`config.mk`:
```
export PLATFORM = sky130hd
export DESIGN_NAME = sigmoid_backward
export DESIGN_NICKNAME = d
export VERILOG_FILES = /design/src/rtl/sigmoid_backward.sv
export SDC_FILE = /design/constraint.sdc
export NUM_CORES = 1
export LEC_CHECK = 0
export CORE_MARGIN = 2
export CORE_UTILIZATION = 55
export DETAILED_ROUTE_END_ITERATION = 8
export PLACE_DENSITY = 0.7
export SYNTH_ARGS = -nofsm -noshare
export SYNTH_HDL_FRONTEND = slang
export SYNTH_SLANG_ARGS = --single-unit
```
`constraint.sdc`:
```
create_clock -name clk -period 8.9 [get_ports clk]
set_input_delay 1.335 -clock clk [delete_from_list [all_inputs] [get_ports clk]]
set_output_delay 1.335 -clock clk [all_outputs]
set_load 0.02 [all_outputs]
```
`src/rtl/sigmoid_backward.sv`:
```
// sigmoid_backward: dL/dx = dL/dy * s * (1 - s) over a 3-stage valid/ready pipeline.
//   clk, rst_n          clock, asynchronous active-low reset
//   in_valid/in_ready   input handshake; in_s (unsigned Q.S_FRAC), in_grad (signed Q.G_FRAC), in_last
//   out_valid/out_ready output handshake; out_grad (signed Q.G_FRAC), out_last
//   busy                any stage holds a valid beat
module sigmoid_backward #(
  parameter int DATA_WIDTH = 16,
  parameter int S_FRAC     = 15,
  parameter int G_FRAC     = 12
) (
  input  logic                  clk,
  input  logic                  rst_n,
  input  logic                  in_valid,
  output logic                  in_ready,
  input  logic [DATA_WIDTH-1:0] in_s,
  input  logic [DATA_WIDTH-1:0] in_grad,
  input  logic                  in_last,
  output logic                  out_valid,
  input  logic                  out_ready,
  output logic [DATA_WIDTH-1:0] out_grad,
  output logic                  out_last,
  output logic                  busy
);
  localparam int W = DATA_WIDTH;
  localparam logic [W-1:0] ONE = W'(1) << S_FRAC;
  localparam logic [2*W-1:0] HALF = (2*W)'(1) << (S_FRAC - 1);
  localparam logic signed [2*W:0] HALF_S = (2*W+1)'(1) << (S_FRAC - 1);

  if (S_FRAC >= W || G_FRAC >= W) begin : g_param_check
    $error("sigmoid_backward: fractional widths must be below DATA_WIDTH");
  end

  logic en, v1_q, v2_q, v3_q, l1_q, l2_q, l3_q, sat;
  logic [W-1:0] sc_d, om_d, sc_q, om_q, g1_q, d_d, d_q, g2_q, o_d, o_q;
  logic signed [2*W:0] q, r;

  // Whole pipeline advances together; a stalled output freezes every stage.
  assign en        = out_ready | ~v3_q;
  assign in_ready  = en;
  assign out_valid = v3_q;
  assign out_grad  = o_q;
  assign out_last  = l3_q;
  assign busy      = v1_q | v2_q | v3_q;

  always_comb begin
    sc_d = in_s > ONE ? ONE : in_s;
    om_d = ONE - sc_d;
    d_d  = W'(((2*W)'(sc_q) * (2*W)'(om_q) + HALF) >> S_FRAC);
    q    = $signed(g2_q) * $signed({1'b0, d_q});
    r    = (q + HALF_S) >>> S_FRAC;
    // Overflow when the bits above the sign position disagree; unreachable since d <= 0.25.
    sat  = |r[2*W:W-1] & ~&r[2*W:W-1];
    o_d  = !sat ? r[W-1:0] : r[2*W] ? {1'b1, {(W-1){1'b0}}} : {1'b0, {(W-1){1'b1}}};
  end

  always_ff @(posedge clk or negedge rst_n) begin
    if (!rst_n) begin
      v1_q <= 1'b0;
      v2_q <= 1'b0;
      v3_q <= 1'b0;
      l1_q <= 1'b0;
      l2_q <= 1'b0;
      l3_q <= 1'b0;
      sc_q <= '0;
      om_q <= '0;
      g1_q <= '0;
      d_q  <= '0;
      g2_q <= '0;
      o_q  <= '0;
    end else if (en) begin
      v1_q <= in_valid;
      sc_q <= sc_d;
      om_q <= om_d;
      g1_q <= in_grad;
      l1_q <= in_last;
      v2_q <= v1_q;
      d_q  <= d_d;
      g2_q <= g1_q;
      l2_q <= l1_q;
      v3_q <= v2_q;
      o_q  <= o_d;
      l3_q <= l2_q;
    end
  end
endmodule

```
== Word-level counts from Yosys, hierarchy flattened ==
Cells that the tools add are included.
Storage, ports and cells
  register bits: 102
  input port bits: 37
  word-level logic and storage cells: 29
Operators by class
  $add $sub $neg: 3
  multiply operators: 2
  $lt $le $gt $ge: 1
  multiplexer cells: 3
  bitwise operators: 5
  reductions and logical operators: 3
Operators with widths (number)
  16-bit two-way mux: 3
  33-bit by 16-bit adder with 33-bit output (second input constant): 1
  16-bit by 17-bit multiplier with 33-bit output: 1
  31-bit by 15-bit adder with 31-bit output (second input constant): 1
  16-bit by 16-bit multiplier with 31-bit output: 1
  16-bit > comparator (second input constant): 1
  16-bit subtractor (first input constant): 1
  1-bit bitwise OR: 3
  3-bit AND reduction: 1
  3-bit OR reduction: 1
  1-bit bitwise AND: 1
  1-bit logical NOT: 1
  1-bit NOT: 1

== Logic depth before layout (Yosys ltp) ==
  word-level depth: 6
  depth in mapped cells: 26
  gate-level depth less buffers: 23

== Worst setup path before layout ==
No wires, ideal clock.
  path type: register -> register
  start: register g2_q[8]
  end: register o_q[10] (netlist: out_grad[10])
  setup time: 0.126 ns
  data arrival time: 6.310 ns
  setup slack: 2.464 ns
  cell stages (with the launch flop): 26
  clock period less this slack: 6.436 ns
  cells stage by stage: dfrtp_1 clkbuf_1 clkbuf_1 nand2_1 fa_1 inv_1 fa_1 inv_1 fa_1 inv_1 fa_1 fa_1 inv_1 fa_1 inv_1 ha_1 nand4_1 nor4_4 a21boi_2 o211a_4 a21o_1 a311oi_4 xor2_2 a31o_4 buf_8 a221o_1
Between the ends
  longest elaborated chain between the ends: 6
  elaborated cells on any way between the ends: 8
Ends and longest elaborated chain
  start: declaration: line 34  | logic [W-1:0] sc_d, om_d, sc_q, om_q, g1_q, d_d, d_q, g2_q, o_d, o_q;
  start signal: assignment: line 78  | g2_q <= g1_q;
  16-bit by 17-bit multiplier with 33-bit output (*): line 49  | q = $signed(g2_q) * $signed({1'b0, d_q});
  33-bit by 16-bit adder with 33-bit output (*): line 50  | r = (q + HALF_S) >>> S_FRAC;
  3-bit AND reduction: line 52  | sat = |r[2*W:W-1] & ~&r[2*W:W-1];
  1-bit logical NOT: line 52
  1-bit bitwise AND: line 52
  16-bit two-way mux (*): line 53  | o_d = !sat ? r[W-1:0] : r[2*W] ? {1'b1, {(W-1){1'b0}}} : {1'b0, {(W-1){1'b1}}};
  end signal: assignment: line 69  | o_q <= '0;
  end signal: assignment: line 81  | o_q <= o_d;
  end: declaration: line 34
Mark *: on every way between the ends. The rest lies on a longest branch, timed or not.
A chain may end at the register's enable or synchronous reset.

== Final worst setup path ==
  start: register g2_q[8]
  end: register o_q[11] (netlist: out_grad[11])
Same word-level chain as after synthesis.

==> reports/results.ini <==
[worst_setup_path]
max_stage_delay_ns = 0.77
crit_type = reg -> reg
critPathLaunch = g2_q[8]
cp-start-kind = flop
crit_path_frequent_cell = fa_1
slowest_stage = dfrtp_1
critical_path.max_fanout = 17
regToRegSetupSlack_ns = 2.04
r2r_end = out_grad[11]
cp_data_required_time_ns = 9.14
end_kind = flop
crit_chain = nand2_1 > fa_1 > inv_1 > fa_1 > inv_1 > fa_1 > inv_1 > fa_1 > fa_1 > inv_1 > fa_1 > inv_1 > ha_1 > nand4_1 > nor4_4 > a21boi_2 > o211a_4 > a21o_1 > a311oi_4 > xor2_2 > o21ai_1 > a2bb2oi_1
critPathCapture = out_grad[11]
reg2reg_depth = 22
crit_arrival_ns = 7.11
r2r_start = g2_q[8]

[min_path]
hold_depth = 2
hp-class = reg -> reg

[route]
wl_met2_mm = 23.8
wl_met3_mm = 2.68
dr_total_vias = 15213
highest_layer = met4
drtIter0Drc = 863
drc = 0
ant_nets = 0
routed_wl_mm = 47.3
drt_pre_antenna_iters = 5
routedWlPerCell_um = 16.9
via_per_inst = 5.42
route.layer.met1.wl_mm = 19.8

[logic_synthesis]
synth_edf_count = 0
synth_cell_types = 69
synth_area_um2 = 20800
synth_ff_type = dfrtp_1
ys_ff_latch = 101
ys_warn_count = 0
async_reset_ff_share_pct = 100
synth_nets = 2977
yosysSeqAreaShare_pct = 12.2
synthCells = 2328
synth_area_per_cell_um2 = 8.92

[clock_tree]
clock_sinks = 101
postCtsHoldBufs = 0
cts_resized = 0
cts_tree = yes
path_clk_slew_ns = 0.07
clk_latency_ns = 0.39
post-cts-setup-buffers = 0
root_buffer = clkbuf_16
numCtsBuffers = 9
htree_num_levels = 3
clk_path_buf_depth = 2

[place]
pre_cts_ws_ns = 2.09
io_buffers = 56
gp_congestion = 0.877
dp_cells = 2793
dp_hpwl_mm = 37.5

[cells_and_area]
area_growth_pct = 5.31
fillers = 3329
diodes = 0
drive_above_1_share_pct = 1.61
nets = 2942
stdcell_count = 2809

[timing]
setup_viol = 0
tightest_slew_ns = 0.945
slew_viol_final = 0
finalSetupTns_ns = 0
finalCriticalPeriod_ns = 6.86
fin_crit_sh_pct = 77.1
post-route-worst-setup-slack_ns = 2.04
max_freq_mhz = 146
rsz0062_at_grt = no
slew_headroom_pct = 37.0
clock-skew-final_ns = 0.0131
finalHoldViolations = 0

[flow_run]
cap_violations = 0

[outcome]
outcome = finished clean

[global_route]
antenna_found_initial = 1
grt_pass1_vias = 16734
gr-total-overflow = 0
grt.total_usage_pct = 26.1
grt_pass1_wl_mm = 80.9
grt_max_degree = 65

[floorplan]
die-area_um2 = 39300
die_x_um = 198
io_pins = 57
initial_core_util_pct = 55.5
core_um2 = 37400
rows = 71
die_y_um = 198

## flip-flops by register name, indices dropped and copies added (netlist names)
signal,cells
v2_q,1
out_valid,1
l2_q,1
g1_q,16
v1_q,1
om_q,15
sc_q,16
out_grad,16
out_last,1
d_q,16
g2_q,16
l1_q,1
## worst min path at each step
stage | from | endpoint | slack [ns]
final | g1_q[11] | g1_q[11] | 0.47
after detailed placement | g1_q[14] | g1_q[14] | 0.46
after floorplan | g1_q[0] | g1_q[0] | 0.44
after global routing | g1_q[13] | g1_q[13] | 0.49
after global placement | g1_q[15] | g1_q[15] | 0.45
after CTS | g1_q[14] | g1_q[14] | 0.47
## per-stage QoR
step	hold slack [ns]	area, um2	utilization [%]
after floorplan	0.439	20800	-
after global placement	0.449	21600	57.7
after detailed placement	0.455	21600	57.7
after CTS	0.472	21900	58.4
after global routing	0.492	21900	58.4
final	0.467	21900	58.4
## critical path, delay by kind of cell, from the launching register on
| family | cells | cell delay [ns] |
|---|---|---|
| adder cells (fa/ha/maj) | 7 | 3.37 |
| AO/OA/AOI/OAI | 6 | 1.59 |
| flip-flops | 1 | 0.77 |
| AND/OR/NAND/NOR | 3 | 0.59 |
| buffers and inverters | 5 | 0.26 |
| XOR/XNOR | 1 | 0.14 |
## synthesized netlist by cell type (12+ instances only)
cell type / n / area (um2)
o21ai_0: 32 / 160
nor3_1: 12 / 60.1
nand2b_1: 13 / 81.3
a21oi_1: 45 / 225
nor2_1: 60 / 225
ha_1: 225 / 2820
and2_1: 214 / 1340
xnor2_1: 29 / 254
xor2_1: 13 / 114
nand2_1: 455 / 1710
a21o_1: 25 / 188
clkbuf_1: 98 / 368
dfrtp_1: 101 / 2530
nand3_1: 14 / 70.1
inv_1: 466 / 1750
fa_1: 387 / 7750
## cells in the final DEF (no fill, tap or decap), types with 6 or more instances in the layout
cell / synthesis / final
a21o_1: 25 / 25
nand2b_1: 13 / 13
a221o_1: 10 / 10
o21ai_1: 7 / 7
nand2_1: 455 / 455
xnor2_1: 29 / 29
nand3b_1: 6 / 6
o21a_1: 9 / 9
ha_1: 225 / 225
and2_1: 214 / 214
dfrtp_1: 101 / 101
a2bb2oi_1: 7 / 7
clkdlybuf4s50_1: 0 / 55
inv_1: 466 / 465
nor3_1: 12 / 12
fa_1: 387 / 387
clkbuf_16: 0 / 9
a21oi_1: 45 / 45
nand3_1: 14 / 14
xor2_1: 13 / 13
nor2_1: 60 / 60
o21ai_0: 32 / 32
nand4_1: 10 / 10
## kinds of logic after synthesis
family	Yosys count	synth area share (%)
flip-flops	101	12.2
AND/OR/NAND/NOR	817	18.5
adder cells (fa/ha/maj)	612	50.9
multiplexers	1	0.0482
buffers and inverters	571	10.4
XOR/XNOR	43	1.85
AO/OA/AOI/OAI	183	6.09
## cell type report
class,instances,area (um2),area share (%)
inverters,466,1750,8.00
repair buffers,59,581,2.66
clock inverters,5,60.1,0.275
clock buffers,11,233,1.06
flip-flops and latches,101,2530,11.6
well taps,511,639,2.93
multi-input cells,1656,16100,73.5
## layer usage
metal	GRT usage (%)	vias up
li1	-	6958
met1	34.4	7763
met2	44.6	420
met3	3.80	72
met4	7.77	0
met5	0	-
Power is not shown: default switching activity piles up to over one toggle a cycle in this logic, so the estimate is an artifact.
==> patch: new RTL, same flow settings <==
Set the parameter `DATA_WIDTH` to 18 (it was 16).
--- a/src/rtl/sigmoid_backward.sv
+++ b/src/rtl/sigmoid_backward.sv
@@ -4,7 +4,7 @@
 //   out_valid/out_ready output handshake; out_grad (signed Q.G_FRAC), out_last
 //   busy                any stage holds a valid beat
 module sigmoid_backward #(
-  parameter int DATA_WIDTH = 16,
+  parameter int DATA_WIDTH = 18,
   parameter int S_FRAC     = 15,
   parameter int G_FRAC     = 12
 ) (
Interface: changed (resized in_grad, in_s and out_grad); port bits go from 57 to 63. The function was not compared with the original's and may differ.
==> patch against the unedited design <==
- non-clock buffer count up 14
- synthesized area up 22%
- worst setup slack got worse by 0.91 ns
- final area increased by 23%
- count of clock-buffer cells in the layout increased by 8
- first-iteration DRC count up 39%
- wire length grew 31%
- sequential cell count up 12
- highest routed layer unchanged
Power is not shown: default switching activity piles up to over one toggle a cycle in this logic, so the estimate is an artifact.
==> patch: results (changes against the unedited design) <==
Met3 WL -> 3580 um (+34%)
Synthesized net count -> 3,655 (+23%)
Met1 global-route usage -> 0.372 (+0.0271)
R2R setup slack -> 1.13 ns (-0.91 ns)
Worst Path Max Fanout -> 19 (+2)
Worst Hold Launch -> l1_q$_DFFE_PN0P_
RR Endpoint -> out_grad[0]$_DFFE_PN0P_
R2R depth -> 21 (-4.5%)
Post-Route Skew -> 0.0152 ns (+0.00208 ns)
Pin count of the biggest net entering global routing -> 90 (+38%)
IO buf count -> 62 (+11%)
CTS Buf Count -> 17 (+8)
Layout cells sized above 1 -> 0.0290 (+0.0129)
Via density -> 5.50 (+1.5%)
Iter 0 DRT Violations -> 1,197 (+39%)
Initial antenna violation count -> 0 (-1)
Total track usage -> 0.279 (+0.0185)
Critical Path AT -> 8.19 ns (+1.08 ns)
Detailed Place HPWL -> 49,400 um (+32%)
Post-synthesis mux area share -> 0.000890 (+0.000407)
Met2 Use GR -> 0.461 (+0.0152)
Xor/xnor share of the synthesized area -> 0.0173 (-0.00116)
Fraction of met3 tracks used by global routing -> 0.0418 (+0.00377)
Post-synthesis compound-gate area fraction -> 0.0585 (-0.00249)
Seq/Total Area, Yosys -> 0.112 (-0.0101)
Outcome -> finished, final reports clean
Worst skew pair latency -> 0.49 ns (+0.10 ns)
Slew @ Worst Pin -> 1.23 ns (+0.287 ns)
Synth top cells by count -> 592 x inv_1, 570 x nand2_1, 510 x fa_1, 263 x and2_1, 232 x ha_1
Vias in the first global route -> 20,214 (+21%)
Crit Reg-Reg Startpoint -> d_q[5]$_DFFE_PN0P_
GP Congestion -> 0.902 (+2.8%)
Worst Hold Path EP -> l1_q$_DFFE_PN0P_
First-pass GRT wire length -> 103,000 um (+28%)
Crit path largest cell delay -> 1.08 ns (+0.31 ns)
Post-synth cell types -> 66 (-4.3%)
Synth top area cells -> fa_1 40%, ha_1 11%, dfrtp_1 11%, inv_1 8.8%, nand2_1 8.5%
## patch: cells by family after synthesis
kind of cell,Yosys count
fa+ha+maj,742
mux,2
flops,113
buf+inv,743
compound gates,232
xor+xnor,48
simple gates,992
## patch: metrics by stage
stage | hold slack (ns) | std cells | worst slack, ns | cell area, um^2 | util
floorplan | 0.439 | 2872 | 2.57 | 25300 | -
global placement | 0.452 | 3395 | 1.50 | 26200 | 0.577
detailed placement | 0.456 | 3395 | 1.27 | 26200 | 0.577
CTS | 0.468 | 3427 | 1.23 | 26800 | 0.591
global route | 0.491 | 3427 | 0.633 | 26800 | 0.591
finish | 0.465 | 3427 | 1.13 | 26800 | 0.591
## patch: worst max-delay path by stage
stage | startpoint | to | slack, ns | depth (start not counted)
global route | d_q[10]$_DFFE_PN0P_ | out_grad[1]$_DFFE_PN0P_ | 0.63 | 20
floorplan | g2_q[9]$_DFFE_PN0P_ | out_grad[12]$_DFFE_PN0P_ | 2.57 | 23
detailed placement | d_q[6]$_DFFE_PN0P_ | out_grad[0]$_DFFE_PN0P_ | 1.27 | 21
CTS | d_q[6]$_DFFE_PN0P_ | out_grad[0]$_DFFE_PN0P_ | 1.23 | 21
finish | d_q[5]$_DFFE_PN0P_ | out_grad[0]$_DFFE_PN0P_ | 1.13 | 21
global placement | g2_q[3]$_DFFE_PN0P_ | out_grad[13]$_DFFE_PN0P_ | 1.50 | 21
## patch: cell type report
| cell class | count | area, um^2 |
|---|---|---|
| Clock inverter | 13 | 171 |
| Multi-Input combinational cell | 2016 | 19700 |
| Tap cell | 600 | 751 |
| Fill cell | 4037 | 18600 |
| Timing Repair Buffer | 73 | 701 |
| Sequential cell | 113 | 2830 |
| Clock buffer | 19 | 453 |
| Inverter | 593 | 2230 |
